--- src/rtl/vga_timing_receiver.sv ---
// Sink-side VGA timing recovery: rebuilds pixel coordinates from HS/VS/BLANK,
// measures line/frame timing and reports lock once it is stable.
module vga_timing_receiver #(
    parameter int LOCK_FRAMES = 2,
    parameter int CW          = 10
) (
    input  logic          vga_clock,
    input  logic          reset,
    input  logic          VGA_HS,
    input  logic          VGA_VS,
    input  logic          VGA_BLANK,
    input  logic [7:0]    VGA_R,
    input  logic [7:0]    VGA_G,
    input  logic [7:0]    VGA_B,
    output logic [CW-1:0] x,
    output logic [CW-1:0] y,
    output logic          pixel_valid,
    output logic [23:0]   pixel,
    output logic          frame_start,
    output logic          locked,
    output logic [CW-1:0] h_total,
    output logic [CW-1:0] v_total,
    output logic [CW-1:0] h_active,
    output logic [CW-1:0] v_active,
    output logic [7:0]    err_count
);

    typedef enum logic [1:0] {
        SEARCH  = 2'd0,
        MEASURE = 2'd1,
        VERIFY  = 2'd2,
        LOCKED  = 2'd3
    } state_t;

    localparam logic [CW-1:0] C_ZERO = '0;
    localparam logic [CW-1:0] C_ONE  = {{(CW-1){1'b0}}, 1'b1};
    localparam logic [CW-1:0] C_MAX  = '1;
    localparam logic [7:0]    LOCK_N = 8'(LOCK_FRAMES);

    function automatic logic [CW-1:0] sat_inc(input logic [CW-1:0] v);
        return (v == C_MAX) ? v : v + C_ONE;
    endfunction

    logic          hs1_r, vs1_r, bl1_r, hs2_r, vs2_r;
    logic [23:0]   rgb1_r;
    logic [CW-1:0] hcnt_r, acnt_r, vcnt_r, lcnt_r;
    logic [CW-1:0] line_len_r, first_act_r;
    logic          first_seen_r;
    state_t        state_r, state_n_s;
    logic [7:0]    mcnt_r, mcnt_n_s;
    logic          err_inc_s, latch_s;
    logic          hs_fall_s, vs_fall_s, bl_fall_s, act_nz_s, sat_s;
    logic          line_bad_s, frame_bad_s;
    logic [CW-1:0] line_len_s, line_act_s;

    // pixel_valid doubles as the stage-2 copy of BLANK
    assign hs_fall_s   = hs2_r & ~hs1_r;
    assign vs_fall_s   = vs2_r & ~vs1_r;
    assign bl_fall_s   = pixel_valid & ~bl1_r;
    assign line_len_s  = sat_inc(hcnt_r);
    assign line_act_s  = bl1_r ? sat_inc(acnt_r) : acnt_r;
    assign act_nz_s    = (line_act_s != C_ZERO);
    assign sat_s       = (hcnt_r == C_MAX) || (vcnt_r == C_MAX);
    assign line_bad_s  = hs_fall_s && ((line_len_s != h_total) ||
                                       (act_nz_s && (line_act_s != h_active)));
    assign frame_bad_s = vs_fall_s && ((vcnt_r != v_total) || (lcnt_r != v_active));

    // Input register stage plus stage-2 copies for edge detection
    always_ff @(posedge vga_clock or posedge reset) begin
        if (reset) begin
            hs1_r       <= 1'b0;
            vs1_r       <= 1'b0;
            bl1_r       <= 1'b0;
            rgb1_r      <= 24'd0;
            hs2_r       <= 1'b0;
            vs2_r       <= 1'b0;
            pixel_valid <= 1'b0;
            pixel       <= 24'd0;
        end else begin
            hs1_r       <= VGA_HS;
            vs1_r       <= VGA_VS;
            bl1_r       <= VGA_BLANK;
            rgb1_r      <= {VGA_R, VGA_G, VGA_B};
            hs2_r       <= hs1_r;
            vs2_r       <= vs1_r;
            pixel_valid <= bl1_r;
            pixel       <= rgb1_r;
        end
    end

    // Line and frame measurement counters
    always_ff @(posedge vga_clock or posedge reset) begin
        if (reset) begin
            hcnt_r       <= C_ZERO;
            acnt_r       <= C_ZERO;
            vcnt_r       <= C_ZERO;
            lcnt_r       <= C_ZERO;
            line_len_r   <= C_ZERO;
            first_act_r  <= C_ZERO;
            first_seen_r <= 1'b0;
        end else begin
            if (hs_fall_s) begin
                hcnt_r     <= C_ZERO;
                acnt_r     <= C_ZERO;
                line_len_r <= line_len_s;
            end else begin
                hcnt_r <= sat_inc(hcnt_r);
                acnt_r <= bl1_r ? sat_inc(acnt_r) : acnt_r;
            end
            // a line ending on the VS edge is credited to the new frame
            if (vs_fall_s) begin
                vcnt_r       <= hs_fall_s ? C_ONE : C_ZERO;
                lcnt_r       <= (hs_fall_s && act_nz_s) ? C_ONE : C_ZERO;
                first_seen_r <= hs_fall_s && act_nz_s;
                first_act_r  <= (hs_fall_s && act_nz_s) ? line_act_s : C_ZERO;
            end else if (hs_fall_s) begin
                vcnt_r <= sat_inc(vcnt_r);
                lcnt_r <= act_nz_s ? sat_inc(lcnt_r) : lcnt_r;
                if (act_nz_s && !first_seen_r) begin
                    first_seen_r <= 1'b1;
                    first_act_r  <= line_act_s;
                end
            end
        end
    end

    // Pixel coordinates and frame_start, aligned with the stage-2 pixel
    always_ff @(posedge vga_clock or posedge reset) begin
        if (reset) begin
            x           <= C_ZERO;
            y           <= C_ZERO;
            frame_start <= 1'b0;
        end else begin
            frame_start <= vs_fall_s;
            if (vs_fall_s) begin
                x <= C_ZERO;
                y <= C_ZERO;
            end else if (bl_fall_s) begin
                x <= C_ZERO;
                y <= sat_inc(y);
            end else if (pixel_valid) begin
                x <= sat_inc(x);
            end
        end
    end

    // Lock FSM next-state logic
    always_comb begin
        state_n_s = state_r;
        mcnt_n_s  = mcnt_r;
        err_inc_s = 1'b0;
        latch_s   = 1'b0;
        if (sat_s) begin
            state_n_s = SEARCH;
            err_inc_s = (state_r == LOCKED);
        end else begin
            case (state_r)
                SEARCH: begin
                    if (vs_fall_s) state_n_s = MEASURE;
                    else           state_n_s = SEARCH;
                end
                MEASURE: begin
                    if (vs_fall_s) begin
                        state_n_s = VERIFY;
                        mcnt_n_s  = 8'd0;
                        latch_s   = 1'b1;
                    end else begin
                        state_n_s = MEASURE;
                    end
                end
                VERIFY: begin
                    if (line_bad_s || frame_bad_s) begin
                        state_n_s = SEARCH;
                    end else if (vs_fall_s) begin
                        mcnt_n_s = mcnt_r + 8'd1;
                        if (mcnt_r + 8'd1 >= LOCK_N) state_n_s = LOCKED;
                        else                         state_n_s = VERIFY;
                    end else begin
                        state_n_s = VERIFY;
                    end
                end
                LOCKED: begin
                    if (line_bad_s || frame_bad_s) begin
                        state_n_s = SEARCH;
                        err_inc_s = 1'b1;
                    end else begin
                        state_n_s = LOCKED;
                    end
                end
                default: state_n_s = SEARCH;
            endcase
        end
    end

    // Lock FSM state, reference measurements and error counter
    always_ff @(posedge vga_clock or posedge reset) begin
        if (reset) begin
            state_r   <= SEARCH;
            mcnt_r    <= 8'd0;
            locked    <= 1'b0;
            err_count <= 8'd0;
            h_total   <= C_ZERO;
            v_total   <= C_ZERO;
            h_active  <= C_ZERO;
            v_active  <= C_ZERO;
        end else begin
            state_r <= state_n_s;
            mcnt_r  <= mcnt_n_s;
            locked  <= (state_n_s == LOCKED);
            if (err_inc_s && (err_count != 8'hFF)) begin
                err_count <= err_count + 8'd1;
            end
            if (latch_s) begin
                h_total  <= hs_fall_s ? line_len_s : line_len_r;
                v_total  <= vcnt_r;
                h_active <= first_act_r;
                v_active <= lcnt_r;
            end
        end
    end

endmodule
--- config.mk ---
export PLATFORM = sky130hd
export DESIGN_NAME = vga_timing_receiver
export DESIGN_NICKNAME = d
export VERILOG_FILES = /design/src/rtl/vga_timing_receiver.sv
export SDC_FILE = /design/constraint.sdc
export NUM_CORES = 1
export LEC_CHECK = 0
export CAP_MARGIN = 10
export CORE_ASPECT_RATIO = 1.5
export CORE_UTILIZATION = 45
export DETAILED_ROUTE_END_ITERATION = 6
export HOLD_SLACK_MARGIN = 0.12
export PLACE_DENSITY = 0.76
export SLEW_MARGIN = 5
export SYNTH_ARGS = -nofsm -noshare
export SYNTH_HDL_FRONTEND = slang
export SYNTH_SLANG_ARGS = --single-unit
--- constraint.sdc ---
create_clock -name vga_clock -period 12.3 [get_ports vga_clock]
set_input_delay 2.46 -clock vga_clock [delete_from_list [all_inputs] [get_ports vga_clock]]
set_output_delay 2.46 -clock vga_clock [all_outputs]
set_load 0.01 [all_outputs]
==> flow_metrics.py <==
metrics = {
    "setup_path": {
        "r2r_slack_ns": 8.75,
        "reg2reg_from": "hcnt_r[1]",
        "r2r_end": "err_count[1]",
        "crit_start": "reset",
        "critical_path_class": "in -> async",
        "slowest_stage": "buf_4",
        "critical_path.max_fanout": 112,
        "worstSetupEndpoint": "acnt_r[8]",
        "max_stage_delay_ns": 0.92,
        "r2r_cells": 11,
        "cp_cell_sequence": "clkdlybuf4s50_1 > inv_8 > buf_4",
        "crit_path_end_kind": "async pin",
        "crit_arrival_ns": 4.49,
        "cp_data_required_time_ns": 12.71,
        "startpoint_type": "input port",
    },
    "cells_and_area": {
        "final_cell_mix": "dfrtp_1, clkdlybuf4s50_1, nand2_1",
        "drive_gt1_frac": 0.104,
        "syn2layout_area_growth_pct": 23.8,
        "fillerInstances": 1689,
        "layout_commonest_cell": "dfrtp_1",
        "final_nets": 973,
        "largestRegisters": "pixel x24, rgb1_r x24",
        "antenna_cells": 0,
        "post-route-cell-area_sq_um": 11000,
    },
    "logic_synthesis": {
        "yosysWarnings": 0,
        "synthesis.area_sq_um": 8860,
        "synthesis.nets": 860,
        "synth_edf_count": 0,
        "synthArstFlopShare": 1.00,
        "syn_avg_cell_area_sq_um": 10.8,
        "yosysSeqAreaShare": 0.551,
        "synth_top_area_cell": "dfrtp_1",
        "synth-main-ff-cell": "dfrtp_1",
        "synth_seq_cells": 195,
        "syn_inst": 822,
        "synth_cell_types": 67,
        "synth_top_area_frac": 0.551,
        "ys_top_cells_by_area": "dfrtp_1, mux2_2, xnor2_1, o21ai_0, nand2_1",
    },
    "clock_tree": {
        "clk_pin_slew_ns": 0.09,
        "cts_setup_buffers": 0,
        "cts-htree-levels": 4,
        "clk_latency_ns": 0.44,
        "cts_resized": 0,
        "cts_hold_buf": 0,
        "cts_root_buf": "clkbuf_16",
        "cts.sinks": 195,
        "cts_buffer_depth": 2,
        "cts_tree": "built",
        "cts_made_buffers": 17,
    },
    "sta": {
        "fin_crit_ns": 4.08,
        "drv_slew": 0,
        "fin_worst_skew_ns": 0.0104,
        "setup_viol": 0,
        "tightestPinTransition_ns": 1.03,
        "fin_setup_tns_ns": 0,
        "hold_viol": 0,
        "slew_headroom": 0.314,
        "finalCritPeriodShare": 0.331,
        "fmax_mhz": 245,
        "rsz0062_at_grt": "false",
    },
    "detailed_routing": {
        "avgRoutedWirePerCell_um": 16.6,
        "routed-via-count": 6686,
        "via_per_inst": 5.55,
        "dr.pass1.iters": 5,
        "drtIter0Drc": 309,
        "drcViolationCount": 0,
        "ant_nets": 0,
        "routed_wl_mm": 20.0,
    },
    "global_routing": {
        "grtUsageMet1": 0.236,
        "grt.busiest_layer": "met2",
        "grtUsageTotal": 0.207,
        "grt_start_max_net_pins": 113,
        "grt_use_met2": 0.367,
        "grtUsageMet3": 0.0545,
        "grt_pass1_wl_mm": 32.5,
        "grt_pass1_vias": 6586,
        "grt-ovfl-total": 0,
        "antenna_found_initial": 0,
    },
    "floorplanning": {
        "fp.dieW_um": 117,
        "start_util": 0.461,
        "coreArea_sq_um": 19200,
        "io_pins": 124,
        "dieHeight_um": 174,
        "rows": 62,
        "floorplan.die_area_sq_um": 20300,
    },
    "pwr": {
        "powerDensity_nw_per_um2": 159,
        "ir_drop_mv": 0.114,
        "p_leak_uw": 0.00467,
    },
    "hold_path": {
        "hp-class": "reg -> reg",
    },
    "placed_design": {
        "portBuffers": 123,
        "finalWeightedCongestion": 0.882,
        "dp_hpwl_mm": 14.1,
        "post_dp_cell_area_sq_um": 10300,
    },
    "run_status": {
        "status": "finished, final reports clean",
    },
    "job": {
        "cap_violations": 0,
    },
}
## final cells by class
cell class                      count  area (sq um)  share of cell area
Clock inverter                     15           231              0.0211
Inverter                           16          67.6             0.00616
Clock buffer                       17           425              0.0388
Sequential cell                   195          4880               0.445
Tap cell                          256           320              0.0292
Multi-Input combinational cell    577          3780               0.345
Timing Repair Buffer              128          1270               0.116
## Yosys cell counts (12+ instances only)
cell        n
dfrtp_1   195
nand2_1    70
nor2_1     67
o21ai_0    53
mux2_2     40
xnor2_1    33
nand3_1    30
xor2_1     30
nand4_1    29
a21oi_1    28
clkbuf_1   24
nor3_1     15
inv_1      14
and3_1     12
nand2b_1   12
or3_1      12
## report_power, final
| group | internal [uW] | leakage, uW | switching, uW | total, uW |
|---|---|---|---|---|
| clock | 288 | 0.000314 | 298 | 586 |
| sequential | 705 | 0.00255 | 88.0 | 793 |
| combinational | 178 | 0.00180 | 187 | 365 |
## layer usage
metal,up-vias,share of wire
met3,25,0.050
met2,172,0.54
met1,3308,0.39
met4,0,0.017
met5,-,0
li1,3181,-
## worst min path at each step
stage | endpoint | cells past startpoint | slack, ns | startpoint
floorplan | pixel[0] | 0 | 0.33 | rgb1_r[0]
global placement | pixel[4] | 0 | 0.33 | rgb1_r[4]
detailed placement | pixel[11] | 0 | 0.33 | rgb1_r[11]
CTS | pixel[11] | 0 | 0.35 | rgb1_r[11]
global route | pixel[9] | 0 | 0.36 | rgb1_r[9]
finish | pixel[3] | 0 | 0.35 | rgb1_r[3]
## cells by family (layout without fill, tap and decap cells)
kind of cell             Yosys count  after routing  synth area share
AND/OR/NAND/NOR                  293            293             0.168
multiplexers                      49             49            0.0616
flip-flops                       195            195             0.551
AO/OA/AOI/OAI                    163            163             0.121
XOR/XNOR                          63             63            0.0623
buffers and inverters             50            176            0.0233
adder cells (fa/ha/maj)            9              9            0.0127
## critical path: cells and delay by family
| kind | cells | cell delay (ns) |
|---|---|---|
| buf+inv | 3 | 1.97 |
## stage by stage
step / total power [uW] / utilization / instances / hold WS, ns / setup WS, ns
after global placement: 1160 / 0.536 / 1172 / 0.332 / 7.65
after global routing: 1830 / 0.570 / 1204 / 0.360 / 7.92
after floorplan: 1020 / - / 822 / 0.331 / 4.53
after detailed placement: 1170 / 0.536 / 1172 / 0.335 / 7.64
final: 1740 / 0.570 / 1204 / 0.354 / 8.22
after CTS: 1760 / 0.570 / 1204 / 0.354 / 8.14
Power figures use the tool's default switching activity.
